$ cat config.mk
export PLATFORM = sky130hd
export DESIGN_NAME = tlb_multiport
export DESIGN_NICKNAME = d
export VERILOG_FILES = /design/src/rtl/tlb_multiport.sv
export SDC_FILE = /design/constraint.sdc
export NUM_CORES = 2
export LEC_CHECK = 0
export CAP_MARGIN = 20
export CORE_MARGIN = 2
export CORE_UTILIZATION = 45
export DETAILED_ROUTE_END_ITERATION = 10
export DONT_BUFFER_PORTS = 1
export SYNTH_ARGS = -nofsm -noshare
export SYNTH_HDL_FRONTEND = slang
export SYNTH_SLANG_ARGS = --single-unit
$ cat constraint.sdc
create_clock -name clock -period 7.2 [get_ports clock]
set_clock_uncertainty 0.05 [all_clocks]
set_input_delay 0.72 -clock clock [delete_from_list [all_inputs] [get_ports clock]]
set_output_delay 0.72 -clock clock [all_outputs]
set_load 0.05 [all_outputs]
$ cat src/rtl/tlb_multiport.sv
`timescale 1ns/1ps
// -----------------------------------------------------------------------------
// tlb_multiport
//
// Fully-associative, dual-page TLB with NUM_PORTS independent registered
// search ports. It also has a write port with hardware random replacement
// above a wired boundary, a registered read-back port, and a sequential flush
// engine that can clear all entries or only the non-global entries of one ASID.
//
// Ports:
//   clock, reset        system clock, asynchronous active-high reset
//   s_valid/s_vpn2/     per-port search request (port p in slice p)
//   s_odd_page/s_asid
//   r_valid/r_found/    per-port registered search result, one cycle after
//   r_multi/r_index/    s_valid; held when no request was made
//   r_pfn/r_c/r_d/r_v
//   we/w_use_random/    entry write, at random_index or at w_index
//   w_index/w_entry
//   wired/random_index  random-replacement lower bound / current index
//   rd_index/rd_entry/  registered entry read-back
//   rd_live
//   flush_req/          flush start pulse, mode and ASID
//   flush_by_asid/
//   flush_asid
//   flush_busy/         sweep in progress / one-cycle completion pulse
//   flush_done
//
// Entry packing (78 bits, MSB first):
//   {vpn2[19], asid[8], g, pfn0[20], c0[3], d0, v0, pfn1[20], c1[3], d1, v1}
// -----------------------------------------------------------------------------
module tlb_multiport #(
   parameter int NUM_ENTRIES = 16,
   parameter int NUM_PORTS   = 2,
   localparam int IDX_W      = $clog2(NUM_ENTRIES)
) (
   input  logic                      clock,
   input  logic                      reset,
   input  logic [NUM_PORTS-1:0]      s_valid,
   input  logic [19*NUM_PORTS-1:0]   s_vpn2,
   input  logic [NUM_PORTS-1:0]      s_odd_page,
   input  logic [8*NUM_PORTS-1:0]    s_asid,
   output logic [NUM_PORTS-1:0]      r_valid,
   output logic [NUM_PORTS-1:0]      r_found,
   output logic [NUM_PORTS-1:0]      r_multi,
   output logic [IDX_W*NUM_PORTS-1:0] r_index,
   output logic [20*NUM_PORTS-1:0]   r_pfn,
   output logic [3*NUM_PORTS-1:0]    r_c,
   output logic [NUM_PORTS-1:0]      r_d,
   output logic [NUM_PORTS-1:0]      r_v,
   input  logic                      we,
   input  logic                      w_use_random,
   input  logic [IDX_W-1:0]          w_index,
   input  logic [77:0]               w_entry,
   input  logic [IDX_W-1:0]          wired,
   output logic [IDX_W-1:0]          random_index,
   input  logic [IDX_W-1:0]          rd_index,
   output logic [77:0]               rd_entry,
   output logic                      rd_live,
   input  logic                      flush_req,
   input  logic                      flush_by_asid,
   input  logic [7:0]                flush_asid,
   output logic                      flush_busy,
   output logic                      flush_done
);

   // Field positions inside a packed entry
   localparam int VPN_LO  = 59;
   localparam int ASID_LO = 51;
   localparam int G_BIT   = 50;
   localparam int PFN0_LO = 30;
   localparam int C0_LO   = 27;
   localparam int D0_BIT  = 26;
   localparam int V0_BIT  = 25;
   localparam int PFN1_LO = 5;
   localparam int C1_LO   = 2;
   localparam int D1_BIT  = 1;
   localparam int V1_BIT  = 0;

   localparam logic [IDX_W-1:0] MAX_IDX = IDX_W'(NUM_ENTRIES - 1);

   typedef enum logic [1:0] {
      IDLE  = 2'd0,
      SWEEP = 2'd1,
      DONE  = 2'd2
   } flush_state_t;

   // Entry storage. Fields are never reset; only the live bits are.
   logic [77:0]            entry_mem [NUM_ENTRIES];
   logic [NUM_ENTRIES-1:0] live_reg;

   logic [IDX_W-1:0] random_reg;
   logic [IDX_W-1:0] w_target;

   flush_state_t     state_reg, state_next;
   logic [IDX_W-1:0] cnt_reg, cnt_next;
   logic             mode_reg, mode_next;   // 1 = by ASID
   logic [7:0]       asid_reg, asid_next;
   logic             flush_clr;

   assign w_target     = w_use_random ? random_reg : w_index;
   assign random_index = random_reg;

   // ---------------------------------------------------------------- storage
   always_ff @(posedge clock) begin
      if (we) begin
         entry_mem[w_target] <= w_entry;
      end
   end

   // A write issued in the same cycle as a sweep clear of that entry wins,
   // because it is applied after the clear.
   always_ff @(posedge clock or posedge reset) begin
      if (reset) begin
         live_reg <= '0;
      end else begin
         if (flush_clr) begin
            live_reg[cnt_reg] <= 1'b0;
         end
         if (we) begin
            live_reg[w_target] <= 1'b1;
         end
      end
   end

   // ---------------------------------------------------------------- random
   // Wraps to the top whenever it has reached (or fallen below) wired, which
   // also covers wired being raised above the current value and wired >= top.
   always_ff @(posedge clock or posedge reset) begin
      if (reset) begin
         random_reg <= MAX_IDX;
      end else if (random_reg <= wired) begin
         random_reg <= MAX_IDX;
      end else begin
         random_reg <= random_reg - 1'b1;
      end
   end

   // ---------------------------------------------------------------- read
   always_ff @(posedge clock or posedge reset) begin
      if (reset) begin
         rd_entry <= '0;
         rd_live  <= 1'b0;
      end else begin
         rd_entry <= entry_mem[rd_index];
         rd_live  <= live_reg[rd_index];
      end
   end

   // ---------------------------------------------------------------- flush
   always_ff @(posedge clock or posedge reset) begin
      if (reset) begin
         state_reg <= IDLE;
         cnt_reg   <= '0;
         mode_reg  <= 1'b0;
         asid_reg  <= '0;
      end else begin
         state_reg <= state_next;
         cnt_reg   <= cnt_next;
         mode_reg  <= mode_next;
         asid_reg  <= asid_next;
      end
   end

   always_comb begin
      state_next = state_reg;
      cnt_next   = cnt_reg;
      mode_next  = mode_reg;
      asid_next  = asid_reg;
      flush_clr  = 1'b0;
      flush_busy = 1'b0;
      flush_done = 1'b0;
      case (state_reg)
         IDLE: begin
            if (flush_req) begin
               mode_next  = flush_by_asid;
               asid_next  = flush_asid;
               cnt_next   = '0;
               state_next = SWEEP;
            end
         end
         SWEEP: begin
            flush_busy = 1'b1;
            flush_clr  = !mode_reg ||
                         (!entry_mem[cnt_reg][G_BIT] &&
                          entry_mem[cnt_reg][ASID_LO +: 8] == asid_reg);
            cnt_next   = cnt_reg + 1'b1;
            if (cnt_reg == MAX_IDX) begin
               state_next = DONE;
            end
         end
         DONE: begin
            flush_done = 1'b1;
            state_next = IDLE;
         end
         default: begin
            state_next = IDLE;
         end
      endcase
   end

   // ---------------------------------------------------------------- search
   genvar gi;
   generate
      for (gi = 0; gi < NUM_PORTS; gi++) begin : g_port
         logic [18:0]            vpn;
         logic [7:0]             asid;
         logic [NUM_ENTRIES-1:0] hit;
         logic                   found;
         logic                   multi;
         logic [IDX_W-1:0]       idx;
         logic [19:0]            pfn;
         logic [2:0]             c;
         logic                   d;
         logic                   v;

         logic                   valid_reg;
         logic                   found_reg;
         logic                   multi_reg;
         logic [IDX_W-1:0]       idx_reg;
         logic [19:0]            pfn_reg;
         logic [2:0]             c_reg;
         logic                   d_reg;
         logic                   v_reg;

         assign vpn  = s_vpn2[19*gi +: 19];
         assign asid = s_asid[8*gi +: 8];

         always_comb begin
            hit = '0;
            for (int i = 0; i < NUM_ENTRIES; i++) begin
               hit[i] = live_reg[i] &&
                        (entry_mem[i][VPN_LO +: 19] == vpn) &&
                        (entry_mem[i][G_BIT] || entry_mem[i][ASID_LO +: 8] == asid);
            end
         end

         // Lowest matching index wins; clearing the lowest set bit leaves
         // something only if more than one entry matched.
         always_comb begin
            idx = '0;
            for (int i = NUM_ENTRIES - 1; i >= 0; i--) begin
               if (hit[i]) begin
                  idx = IDX_W'(i);
               end
            end
            found = |hit;
            multi = (hit & (hit - 1'b1)) != '0;
         end

         always_comb begin
            pfn = '0;
            c   = '0;
            d   = 1'b0;
            v   = 1'b0;
            if (found) begin
               if (s_odd_page[gi]) begin
                  pfn = entry_mem[idx][PFN1_LO +: 20];
                  c   = entry_mem[idx][C1_LO +: 3];
                  d   = entry_mem[idx][D1_BIT];
                  v   = entry_mem[idx][V1_BIT];
               end else begin
                  pfn = entry_mem[idx][PFN0_LO +: 20];
                  c   = entry_mem[idx][C0_LO +: 3];
                  d   = entry_mem[idx][D0_BIT];
                  v   = entry_mem[idx][V0_BIT];
               end
            end
         end

         always_ff @(posedge clock or posedge reset) begin
            if (reset) begin
               valid_reg <= 1'b0;
               found_reg <= 1'b0;
               multi_reg <= 1'b0;
               idx_reg   <= '0;
               pfn_reg   <= '0;
               c_reg     <= '0;
               d_reg     <= 1'b0;
               v_reg     <= 1'b0;
            end else begin
               valid_reg <= s_valid[gi];
               if (s_valid[gi]) begin
                  found_reg <= found;
                  multi_reg <= multi;
                  idx_reg   <= idx;
                  pfn_reg   <= pfn;
                  c_reg     <= c;
                  d_reg     <= d;
                  v_reg     <= v;
               end
            end
         end

         assign r_valid[gi]             = valid_reg;
         assign r_found[gi]             = found_reg;
         assign r_multi[gi]             = multi_reg;
         assign r_index[IDX_W*gi +: IDX_W] = idx_reg;
         assign r_pfn[20*gi +: 20]      = pfn_reg;
         assign r_c[3*gi +: 3]          = c_reg;
         assign r_d[gi]                 = d_reg;
         assign r_v[gi]                 = v_reg;
      end
   endgenerate

endmodule
# [After elaboration in Yosys (flattened, before gate mapping)]
# Memories as Yosys holds them, arrays and structs flattened. A register that Yosys moved wholly into a read port is not among the register bits.
# Cells that the tools add are included.
[totals] regBits=100 latchBits=0 output_inout_bits=149 ram_bits=1248 word_cells=288 mem_count=1 inputBits=162 romBits=0
[op_classes] div=0 n_shift=0 n_eq_ne=70 reduce_logical=111 order_cmp=6 mul=0 bitwise_logic=5 mux=68 n_addsub=4
[mem_list] name="entry_mem" words=16 word_bits=78 rd=20 rd_clocked_by_memory_dff=1 write_ports=1 line_no="88" source="logic [77:0] entry_mem [NUM_ENTRIES];"
[ops] cell="19-bit equality test" count=32
[ops] cell="8-bit equality test" count=33
[ops] cell="4-bit two-way mux" count=35
[ops] cell="20-bit two-way mux" count=4
[ops] cell="1-bit logical AND" count=67
[ops] cell="16-bit bitwise AND" count=3
[ops] cell="1-bit logical OR" count=33
[ops] cell="16-bit two-way mux" count=2
[ops] cell="16-bit nonzero test" count=2
[ops] cell="16-bit OR reduction" count=2
[ops] cell="16-bit by 1-bit subtractor with 16-bit output, second input constant" count=2
[ops] cell="1-bit two-way mux" count=16
[ops] cell="16-bit inverter" count=1
[ops] cell="16-bit bitwise OR" count=1
[ops] cell="4-bit by 5-bit < comparator with 1-bit output, second input constant" count=3
[ops] cell="3-bit two-way mux" count=4
[ops] cell="1-bit demux with 4-bit select" count=2
[ops] cell="4-bit by 1-bit >= comparator with 1-bit output, second input constant" count=2
[ops] cell="4-bit case mux with 2 select lines" count=1
[ops] cell="2-bit AND reduction" count=3
[ops] cell="4-bit by 1-bit adder with 4-bit output, second input constant" count=1
[ops] cell="1-bit binary-select mux with 4-bit select" count=1
[ops] cell="4-bit equality test, second input constant" count=1
[ops] cell="4-bit <= comparator" count=1
[ops] cell="9 further kinds" count=12

# [Logic depth before layout (Yosys ltp)]
# An unclocked memory read counts as a cell.
[depth] depth_word=22 depth_mapped=18 mapped_depth_nobuf=12

# [Least setup slack after synthesis]
# No wires, ideal clock.
[synth_path] kind="input port to flip-flop" start="in w_use_random" end="mem entry_mem[7][0] (enable)" path_slack_ns=2.023 n_path_buf=1 stages=5 arrival_time_ns=4.611 t_required_ns=6.634 setup_ns=0.516 path_cell_list="clkbuf_1 > nand3_1 > o21ai_0 > nand2_1 > nor2_1"
[synth_via] elab_chain_len=1
[synth_lines] element="from (decl)" line_no="51" source="input logic w_use_random,"
[synth_lines] element="4-bit two-way mux" line_no="100" source="assign w_target = w_use_random ? random_reg : w_index;"
[synth_lines] element="to (decl)" line_no="88"
# Every way passes these cells.

==> flow_metrics.tcl <==
set metrics [dict create \
    outcome "finished, violations left" \
    violations "slew limit" \
    p_sw_frac 0.2720 \
    clk_path_buf_depth 3 \
    synthToLayoutAreaGrowth_pct 10.21 \
    placementRows 158 \
    fin_nets 6377 \
    htreeDepth 4 \
    async_flop_share 0.1248 \
    yosysWarningCount 0 \
    synth_top_area_frac 0.4450 \
    antenna_found_initial 41 \
    cp-end-kind "register" \
    syn_nets 6482 \
    crit_required_ps 7860 \
    synth_most_common_cell "edfxtp_1" \
    internal-power_w 0.01545 \
    clock_sinks 1426 \
    finalCriticalPeriod_ps 6203 \
    crit_type "reg -> reg" \
    drtAntennaViolNets 0 \
    seqPwrFrac 0.484 \
    cap_violations 0 \
    core_area_um2 185600 \
    synthesis.area_um2 84210 \
    synth-main-ff-cell "edfxtp_1" \
    routed_wl_mm 363.2 \
    cp-start-kind "register" \
    hold_viol_final 0 \
    final_area_um2 92820 \
    worstPathMaxFanout 43 \
    largest_register_ffs 1248 \
    synth_cell_types 92 \
    setup_viol 0 \
    numCtsBuffers 162 \
    gr-total-overflow 0 \
    place_congestion 1.023 \
    syn_avg_cell_area_um2 13.34 \
    drive_above_1_share 0.1722 \
    insertion_delay_ps 860 \
    cts-root-buf "clkbuf_16" \
    ys_top_cells_by_area "edfxtp_1 (45%), mux4_2 (12%), xor2_1 (6.7%), mux2i_1 (6.0%), dfrtp_1 (5.2%)" \
    postPlaceCellArea_um2 86350 \
    power.switching_w 0.005772 \
    pre_cts_slack_ps 966.7 \
    grt_pass1_wl_mm 495.9 \
    fmax_mhz 161.2 \
    initial_core_util 0.4537 \
    n_fill_cell 15760 \
    vias_per_cell 7.222 \
    netlist.top_cell.by_area "edfxtp_1" \
    route.detailed.drc 0 \
    irDropWorstVdd_uv 193.8 \
    wl_per_cell_um 41.08 \
    clockPowerShare 0.404 \
    grt_pass1_vias 60280 \
    dr_total_vias 63860 \
    io_pins 311 \
    cts_resized 0 \
    post-dp-hpwl_mm 229.3 \
    hold_class "in -> reg" \
    cts_tree "done" \
    synthTopCellsByCount "edfxtp_1 (1248), xor2_1 (643), mux2i_1 (505)" \
    io_buffers 0 \
    tightest_slew_ps 1619 \
    dieArea_um2 190600 \
    tns_ps 0 \
    fin_ws_ps 997.1 \
    report.final.slew_viol_count 121 \
    cts.clk_slew.worst_paths_ps 60 \
    dieWidth_um 436.6 \
    powerDensity_nw_per_um2 228.7 \
    drt_iter0_drc 10250 \
    combPwrFrac 0.112 \
    cp.arrival_ps 6860 \
    fin_cells 8842 \
    min_period_over_period 0.8615 \
    firstDrtPassIters 6 \
    grt_usage 0.3722 \
    ys_ff_latch 1426 \
    relSlewSlack -0.07966 \
    synth_edf_count 1248 \
    grt_max_degree 317 \
    dp_cells 8426 \
    synthCells 6311 \
    fp.dieH_um 436.6 \
    rsz0062_at_grt "false" \
    yosysSeqAreaShare 0.4980 \
    leakage_nw 30.22 \
]
## metal layers
| metal | share of wire | vias up | GRT usage |
|---|---|---|---|
| li1 | - | 25100 | - |
| met1 | 0.38 | 32850 | 0.5071 |
| met2 | 0.42 | 5008 | 0.5294 |
| met3 | 0.15 | 883 | 0.1437 |
| met4 | 0.050 | 16 | 0.1554 |
| met5 | 0.00031 | - | 0 |
## critical path: stages, from the launching register on
cell	delay, ps
edfxtp_1	500
xor2_1	190
nor4_1	730
a21oi_1	380
or4_4	680
a311o_1	320
a221oi_4	420
buf_4	310
buf_4	530
mux2_2	410
a211o_1	290
a211oi_1	860
buf_4	240
o31ai_1	70
## placed cells by master (no fill, tap or decap), types with 135 or more instances in the layout
cell type / n
mux2i_1: 505
mux4_2: 444
mux2_2: 135
nand3_1: 243
edfxtp_1: 1248
clkbuf_16: 165
nor4_1: 243
xnor2_1: 231
nand4_1: 149
dfrtp_1: 172
a211oi_1: 151
xor2_1: 643
nand2_1: 278
a22oi_1: 144
buf_4: 156
## area by class of cell
class / instances / area [µm²] / share of cell area
sequential: 1426 / 41940 / 0.4518
multi-input combinational: 4315 / 39640 / 0.4270
clock buffer: 220 / 4456 / 0.04800
tap: 2480 / 3103 / 0.03343
timing repair buffer: 273 / 2541 / 0.02738
clock inverter: 84 / 989.7 / 0.01066
inverter: 28 / 112.6 / 0.001213
antenna: 16 / 40.04 / 0.0004314
## final timing paths
path	startpoint	end	slack [ps]	cells past startpoint
max	entry_mem[13][52]$_DFFE_PP_	g_port[0].pfn_reg[6]$_DFFE_PP0P_	1000	13
min	rd_index[3]	rd_entry[56]$_DFF_PP0_	50	1
max reg2reg	entry_mem[13][52]$_DFFE_PP_	g_port[0].pfn_reg[6]$_DFFE_PP0P_	1000	13
min reg2reg	mode_reg$_DFFE_PP0P_	mode_reg$_DFFE_PP0P_	490	1
max in group asynchronous	reset	g_port[1].pfn_reg[7]$_DFFE_PP0P_	5010	3
min in group asynchronous	reset	rd_entry[52]$_DFF_PP0_	480	2
## through the flow
stage | utilization | total power, W | hold WS [ps]
6_report | 0.5000 | 0.02122 | 45.32
5_1_grt | 0.4999 | 0.02174 | 13.69
4_1_cts | 0.4996 | 0.02120 | 34.64
3_5_place_dp | 0.4652 | 0.01256 | 478.5
3_3_place_gp | 0.4649 | 0.01256 | 466.0
2_1_floorplan | - | 0.01187 | 402.9
## logic make-up after synthesis
kind of cell,count (synthesis),share of synthesized area
AO/OA/AOI/OAI,1028,0.09017
XOR/XNOR,874,0.09090
adder cells (fa/ha/maj),16,0.002169
buffers and inverters,570,0.03506
flip-flops,1426,0.4980
multiplexers,1109,0.2002
AND/OR/NAND/NOR,1288,0.08359
## power by group through the flow
stage | clock, W | combinational [W] | sequential [W]
2_1_floorplan | 0 | 0.00176 | 0.0101
3_3_place_gp | 0 | 0.00215 | 0.0104
3_5_place_dp | 0 | 0.00214 | 0.0104
4_1_cts | 0.00863 | 0.00231 | 0.0103
5_1_grt | 0.00897 | 0.00247 | 0.0103
6_report | 0.00857 | 0.00238 | 0.0103
## timing repair
action,CTS,global route
setup buffers,0,0
hold endpoints to repair,1342,0
hold buffers,91,0
(Power assumes the default switching activity.)
